**src/rtl/toy_cpu_issuer.sv**
```systemverilog
// Instruction front-end: packs a 3-byte serial stream into 20-bit instructions,
// queues them in a small FIFO and issues one per cycle while issue_en is high.
module toy_cpu_issuer #(
    parameter int DEPTH = 4,
    parameter int CW    = $clog2(DEPTH) + 1
) (
    input  logic          clk,
    input  logic          rst,
    input  logic          in_valid,
    input  logic [7:0]    in_byte,
    output logic          in_ready,
    input  logic          issue_en,
    input  logic          flush,
    output logic          op_valid,
    output logic [2:0]    opcode,
    output logic [2:0]    src_a,
    output logic [2:0]    src_b,
    output logic [2:0]    dest,
    output logic [7:0]    imm,
    output logic [CW-1:0] fifo_count,
    output logic          asm_busy
);

    localparam int            PW      = (DEPTH > 1) ? $clog2(DEPTH) : 1;
    localparam logic [CW-1:0] DEPTH_C = CW'(DEPTH);

    typedef enum logic [1:0] {
        BYTE0 = 2'd0,
        BYTE1 = 2'd1,
        BYTE2 = 2'd2
    } asm_state_t;

    asm_state_t    state_q, state_d;
    logic [2:0]    opc_lat_q, opc_lat_d;
    logic [2:0]    sa_lat_q, sa_lat_d;
    logic [2:0]    sb_lat_q, sb_lat_d;
    logic [2:0]    dst_lat_q, dst_lat_d;

    logic [19:0]   mem_q [DEPTH];
    logic [PW-1:0] wr_ptr_q, wr_ptr_d;
    logic [PW-1:0] rd_ptr_q, rd_ptr_d;
    logic [CW-1:0] count_q, count_d;

    logic          op_valid_q, op_valid_d;
    logic [19:0]   out_q, out_d;

    logic          accept;
    logic          push;
    logic          pop;
    logic [19:0]   push_word;

    assign in_ready = rst && (count_q < DEPTH_C);

    // flush suppresses both the byte accept and the pop in its cycle
    always_comb begin
        accept    = in_valid && in_ready && !flush;
        push      = accept && (state_q == BYTE2);
        pop       = issue_en && (count_q != '0) && !flush;
        push_word = {opc_lat_q, sa_lat_q, sb_lat_q, dst_lat_q, in_byte};

        state_d    = state_q;
        opc_lat_d  = opc_lat_q;
        sa_lat_d   = sa_lat_q;
        sb_lat_d   = sb_lat_q;
        dst_lat_d  = dst_lat_q;
        wr_ptr_d   = wr_ptr_q;
        rd_ptr_d   = rd_ptr_q;
        count_d    = count_q;
        out_d      = out_q;
        op_valid_d = pop;

        if (accept) begin
            case (state_q)
                BYTE0: begin
                    opc_lat_d = in_byte[7:5];
                    sa_lat_d  = in_byte[4:2];
                    state_d   = BYTE1;
                end
                BYTE1: begin
                    sb_lat_d  = in_byte[7:5];
                    dst_lat_d = in_byte[4:2];
                    state_d   = BYTE2;
                end
                default: state_d = BYTE0;
            endcase
        end

        if (push) begin
            wr_ptr_d = wr_ptr_q + PW'(1);
        end
        if (pop) begin
            rd_ptr_d = rd_ptr_q + PW'(1);
            out_d    = mem_q[rd_ptr_q];
        end

        case ({push, pop})
            2'b10:   count_d = count_q + CW'(1);
            2'b01:   count_d = count_q - CW'(1);
            default: count_d = count_q;
        endcase

        if (flush) begin
            state_d  = BYTE0;
            wr_ptr_d = '0;
            rd_ptr_d = '0;
            count_d  = '0;
        end
    end

    always_ff @(posedge clk) begin
        if (!rst) begin
            state_q    <= BYTE0;
            wr_ptr_q   <= '0;
            rd_ptr_q   <= '0;
            count_q    <= '0;
            op_valid_q <= 1'b0;
            out_q      <= '0;
        end else begin
            state_q    <= state_d;
            wr_ptr_q   <= wr_ptr_d;
            rd_ptr_q   <= rd_ptr_d;
            count_q    <= count_d;
            op_valid_q <= op_valid_d;
            out_q      <= out_d;
        end
    end

    // Field latches and FIFO storage carry data only; no reset needed
    always_ff @(posedge clk) begin
        opc_lat_q <= opc_lat_d;
        sa_lat_q  <= sa_lat_d;
        sb_lat_q  <= sb_lat_d;
        dst_lat_q <= dst_lat_d;
        if (push) begin
            mem_q[wr_ptr_q] <= push_word;
        end
    end

    assign op_valid   = op_valid_q;
    assign opcode     = out_q[19:17];
    assign src_a      = out_q[16:14];
    assign src_b      = out_q[13:11];
    assign dest       = out_q[10:8];
    assign imm        = out_q[7:0];
    assign fifo_count = count_q;
    assign asm_busy   = (state_q != BYTE0);

endmodule

```
**config.mk**
```make
export PLATFORM = sky130hd
export DESIGN_NAME = toy_cpu_issuer
export DESIGN_NICKNAME = d
export VERILOG_FILES = /design/src/rtl/toy_cpu_issuer.sv
export SDC_FILE = /design/constraint.sdc
export NUM_CORES = 1
export LEC_CHECK = 0
export CAP_MARGIN = 15
export CORE_ASPECT_RATIO = 1.2
export CORE_MARGIN = 8
export CORE_UTILIZATION = 55
export DETAILED_ROUTE_END_ITERATION = 10
export DONT_BUFFER_PORTS = 1
export GPL_ROUTABILITY_DRIVEN = 1
export PLACE_DENSITY_LB_ADDON = 0.05
export RECOVER_POWER = 100
export SLEW_MARGIN = 20
export SYNTH_ARGS = -nofsm -noshare
export SYNTH_HDL_FRONTEND = slang
export SYNTH_SLANG_ARGS = --single-unit
export TNS_END_PERCENT = 5
```
**constraint.sdc**
```tcl
create_clock -name clk -period 1.79 [get_ports clk]
set_input_delay 0.179 -clock clk [delete_from_list [all_inputs] [get_ports clk]]
set_output_delay 0.179 -clock clk [all_outputs]
set_load 0.05 [all_outputs]
```
# == After elaboration in Yosys (flattened, before gate mapping) ==
# Memory sizes are Yosys's and may differ from the RTL's. A register that Yosys moved wholly into a read port is not among the register bits.
# Cells that the tools add are included.
# classes
magnitude_cmp,1
add_sub_neg,4
multipliers,0
reduce_logical,15
muxes,4
n_bitwise,1
div,0
shift,0
n_eq_ne,4
# op_table
op,count
$logic_and A1 B1 Y1,6
$pmux W3 S2,1
$add A2 B1 Y2 const B,2
$eq A2 B1 Y1 const B,2
$eq A2 B2 Y1 const B,2
$pmux W2 S2,1
$reduce_and A2 Y1,2
$reduce_bool A2 Y1,2
$add A3 B1 Y3 const B,1
$lt A3 B3 Y1 const B,1
$reduce_bool A3 Y1,1
$sub A3 B1 Y3 const B,1
$logic_not A1 Y1,2
$logic_not A2 Y1,1
$mux W1,2
$reduce_or A2 Y1,1
$not A1 Y1,1
# word_totals
rom_bits,0
mem_count,1
latch_bits,0
out_inout_bits,26
ramBits,80
regBits,22
in_bits,13
word_cells,39
# mem_list
memory,words,width,rd,rd_ports_with_merged_regs,wr,line,rtl
mem_q,4,20,1,1,1,39,logic [19:0] mem_q [DEPTH];

# == Depth between registers and ports, before layout ==
# depth
word_depth,7
depth_mapped,9
mapped_depth_nobuf,9

# == Worst setup path before layout ==
# OpenSTA, ideal clock, no wires.
# synth_timing
path_kind,register to register
startpoint,register count_q[2] (netlist: fifo_count[2])
endpoint,register count_q[2] (netlist: fifo_count[2])
path_slack_ns,-0.470
path_stages_with_launch,10
arrival_time_ns,2.190
setup_ns,0.071
t_required_ns,1.719
path_buffers,0
synth_period_minus_slack_ns,2.260
path_cell_list,dfxtp_1 > nand4bb_1 > nor2_1 > inv_1 > ha_1 > inv_1 > fa_1 > xor2_1 > or3_1 > a21oi_1
# synth_via
elab_chain_len,7
elab_cells_between_ends,14
cone_classes,add/sub: 2; order compare: 1; eq/ne: 2; mux: 1; reduce/logical: 8
# synth_rtl
element,line,rtl
"start, declared",42,"logic [CW-1:0] count_q, count_d;"
"start signal, assigned",122,count_q <= count_d;
$lt A3 B3 Y1,52,assign in_ready = rst && (count_q < DEPTH_C);
$logic_and A1 B1 Y1,52,
$logic_and A1 B1 Y1 (2 in series),56,accept = in_valid && in_ready && !flush;
$logic_and A1 B1 Y1,57,push = accept && (state_q == BYTE2);
$eq A2 B1 Y1 or $eq A2 B2 Y1 (tied branches),96,"case ({push, pop})"
$pmux W3 S2 or $reduce_bool A2 Y1 (tied branches),n/a,
# Several ways; a longest one is shown, not always the timed one.
# A chain may end at the register's enable or synchronous reset.

# == Worst setup path in the final report ==
# Ends and elaborated chain as after synthesis.

==> metrics.yaml <==
cells_and_area:
  final_layout_size_suffix_gt1_share_pct: 30.3
  layout.cells.most_common_list: "sky130_fd_sc_hd__edfxtp_1 (92), sky130_fd_sc_hd__dfxtp_1 (27), sky130_fd_sc_hd__a22o_1 (20), sky130_fd_sc_hd__mux4_2 (17), sky130_fd_sc_hd__clkbuf_16 (17)"
  final_design_area_no_fill_um2: 5490
  syn2layout_area_growth_pct: 22.5
  utilization_pct: 68.4
  filler_cell_count: 528
  nets: 293
  insertedDiodeCount: 0
  final_common_cell: "sky130_fd_sc_hd__edfxtp_1"
pwr:
  ir_worst_vdd_mv: 0.673
  total_leakage_power_uw: 0.00183
  design_power_total_uw: 6320
  power_density_nw_per_um2: 1150
grt:
  grt_first_pass_wirelength_um: 13100
  gr-usage-all-layers_pct: 15.7
  first_global_vias: 2399
  global_route_overflow: 0
  grt_antenna_before_repair: 0
  grt_start_max_net_pins: 23
floorplanning:
  initial_utilization_pct: 55.9
  die_area_um2: 11300
  rows: 36
  placeableCoreArea_um2: 8020
  die_width_um: 98.4
  die_y_um: 115
  floorplan.io_pins: 39
run_status:
  violated_checks: "setup timing"
  run_status: "finished with violations"
clock_network:
  clk_transition_reported_paths_ns: 0.06
  clk-insertion-delay-late_ns: 0.50
  cts_made_buffers: 17
  clock-sinks: 122
  h-tree-depth: 4
  cts-root-buf: "sky130_fd_sc_hd__clkbuf_8"
  cts_tree: "done"
  cts_max_path_buffers: 2
synth:
  post_synth.cell_area_avg_um2: 19.2
  seq_area_frac_synth_pct: 75.1
  ys_ff_latch: 122
  synth_top_area_share_pct: 61.7
  synth_largest_area_cell: "sky130_fd_sc_hd__edfxtp_1"
  syn_inst: 233
  synthDistinctLibCells: 33
  ys.warnings.count: 0
  synthesis.area_um2: 4480
  synth_fp_nets: 252
  netlist_top_cells_area: "sky130_fd_sc_hd__edfxtp_1 (62%), sky130_fd_sc_hd__dfxtp_1 (13%), sky130_fd_sc_hd__mux4_2 (8.5%), sky130_fd_sc_hd__a22o_1 (3.9%), sky130_fd_sc_hd__mux4_1 (1.8%)"
critical_path:
  critPathBufInv: 2
  worst_path_slowest_cell: "sky130_fd_sc_hd__dfxtp_4"
  critPathMostFrequentCell: "sky130_fd_sc_hd__inv_1"
  worstSetupPathType: "flop to flop"
  critPathRequiredTime_ns: 2.21
  worstPathCellList: "nand4bb_4 -> nor2_1 -> inv_1 -> ha_2 -> inv_1 -> fa_2 -> xor2_1 -> or3_1 -> a21oi_1"
  cpLargestDelayFamily: "simple AND/OR/NAND/NOR gates"
  path_max_fanout: 3
  critPathArrivalTime_ns: 2.23
  critical_path.max_stage_delay_ns: 0.35
  critPathLaunchType: "flop"
  worstSetupEndpointType: "flop"
placed_design:
  placement.io_buffers: 0
  place.gp.congestion: 0.746
  hpwl_um: 4830
  detailedPlace.worstSlack_ns: -0.0388
  placedInstanceArea_um2: 4770
timing:
  worst_pin_slew_ns: 0.539
  fin_ws_ns: -0.0111
  setup_total_negative_slack_ns: -0.0111
  finalWorstPathRequiredPeriod_ns: 1.80
  fin_worst_skew_ns: 0.00402
  timing.final.hold_violations: 0
  fin_crit_sh_pct: 101
  fmax_mhz: 555
  final-max-slew-violation-count: 0
  slew_limit_headroom_pct: 64.0
  finalSetupViolCount: 1
  rsz0062_at_grt: "true"
hold_path:
  min_path_type: "input pin to flop"
detailed_routing:
  drt-vias-per-instance: 5.83
  total_vias_in_the_final_route: 2228
  postRouteAntennaNets: 0
  drc: 0
  detailedRoute.firstIterationViolations: 103
  detail_route.first_pass.iterations: 4
  totalWireLength_um: 8350
  drt-wirelength-per-cell_um: 21.8
flow_run:
  max_cap_violations: 0
sequential cells by signal (all words and copies together) (netlist names):
| register | cells |
|---|---|
| sa_lat_q | 3 |
| state_q | 2 |
| fifo_count | 3 |
| sb_lat_q | 3 |
| dst_lat_q | 3 |
| rd_ptr_q | 2 |
| op_valid | 1 |
| mem_q | 80 |
| opc_lat_q | 3 |
| out_q | 20 |
| wr_ptr_q | 2 |
area by class of cell:
class | count | area (um2) | share of cell area, %
Multi-Input combinational cell | 94 | 1050 | 19.2
Sequential cell | 122 | 3370 | 61.5
Clock inverter | 14 | 149 | 2.71
Inverter | 7 | 26.3 | 0.479
Tap cell | 95 | 119 | 2.17
Clock buffer | 18 | 418 | 7.62
Timing Repair Buffer | 32 | 350 | 6.38
cell usage after synthesis:
cell / instances
sky130_fd_sc_hd__mux4_2: 17
sky130_fd_sc_hd__nor3_2: 1
sky130_fd_sc_hd__a22o_1: 20
sky130_fd_sc_hd__nand2b_1: 4
sky130_fd_sc_hd__and3_1: 4
sky130_fd_sc_hd__o21a_1: 1
sky130_fd_sc_hd__or3b_2: 1
sky130_fd_sc_hd__buf_12: 1
sky130_fd_sc_hd__dfxtp_1: 30
sky130_fd_sc_hd__edfxtp_1: 92
sky130_fd_sc_hd__clkbuf_1: 2
sky130_fd_sc_hd__buf_2: 4
sky130_fd_sc_hd__nor3b_2: 1
sky130_fd_sc_hd__mux4_1: 3
sky130_fd_sc_hd__nor2_1: 9
sky130_fd_sc_hd__nor3b_1: 1
sky130_fd_sc_hd__fa_1: 1
sky130_fd_sc_hd__o21ai_0: 4
sky130_fd_sc_hd__a21oi_1: 7
sky130_fd_sc_hd__mux2_2: 1
sky130_fd_sc_hd__buf_6: 1
sky130_fd_sc_hd__or3_1: 2
sky130_fd_sc_hd__nor2b_1: 2
sky130_fd_sc_hd__buf_8: 1
sky130_fd_sc_hd__and4bb_2: 1
sky130_fd_sc_hd__inv_1: 7
sky130_fd_sc_hd__or2_2: 2
sky130_fd_sc_hd__buf_1: 1
sky130_fd_sc_hd__nand3_1: 2
sky130_fd_sc_hd__xor2_1: 2
sky130_fd_sc_hd__nand2_1: 2
sky130_fd_sc_hd__nand4bb_1: 1
sky130_fd_sc_hd__ha_1: 5
where the power goes:
part	internal [uW]	switching (uW)	leakage, uW
clock network	1980	1210	0.000268
registers	3030	6.34	0.00107
logic	35.5	52.3	0.000487
worst register-to-register path, stage by stage, from the launching register on:
cell and delay (ns):
sky130_fd_sc_hd__dfxtp_4 0.35, sky130_fd_sc_hd__nand4bb_4 0.15, sky130_fd_sc_hd__nor2_1 0.04, sky130_fd_sc_hd__inv_1 0.05, sky130_fd_sc_hd__ha_2 0.16, sky130_fd_sc_hd__inv_1 0.05, sky130_fd_sc_hd__fa_2 0.33, sky130_fd_sc_hd__xor2_1 0.16
sky130_fd_sc_hd__or3_1 0.31, sky130_fd_sc_hd__a21oi_1 0.13
cell families (layout without fill, tap and decap cells):
group,after synthesis,in the layout,synth area share (%)
buffers and inverters,17,71,2.32
multiplexers,21,21,10.6
AND/OR/NAND/NOR,33,33,4.50
flip-flops,122,122,75.1
XOR/XNOR,2,2,0.391
AO/OA/AOI/OAI,32,32,5.31
adder cells (fa/ha/maj),6,6,1.84
timing repair:
item | CTS | global route
gates resized for setup | 1 | 5
buffers inserted | 2 | 0
hold buffers | 9 | 0
pin swaps | 2 | 1
hold endpoints to repair | 46 | 0
endpoints found under the setup margin | 1 | 48
gates cloned | 0 | 1
routing by layer:
metal | part of all wire, % | up-vias | GRT usage (%) | routed length [um]
met2 | 54 | 56 | 28.3 | 4490
met4 | 1.4 | 0 | 6.97 | 116
met1 | 40 | 1145 | 16.4 | 3350
li1 | - | 1015 | - | -
met3 | 4.7 | 12 | 5.09 | 389
met5 | 0 | - | 0 | 0
stage by stage:
stage | instances | hold slack (ns)
finish | 382 | 0.0814
global route | 382 | 0.100
CTS | 381 | 0.0542
detailed placement | 338 | 0.278
global placement | 338 | 0.278
floorplan | 233 | 0.278
path summary, 6_finish.rpt:
kind         cells past startpoint  slack (ns)            end           from
max                              9       -0.01  fifo_count[2]  fifo_count[2]
min                              4        0.08    wr_ptr_q[0]            rst
max reg2reg                      9       -0.01  fifo_count[2]  fifo_count[2]
min reg2reg                      0        0.51   mem_q[1][10]   dst_lat_q[2]
No activity file was read; power rests on OpenSTA's default activity.
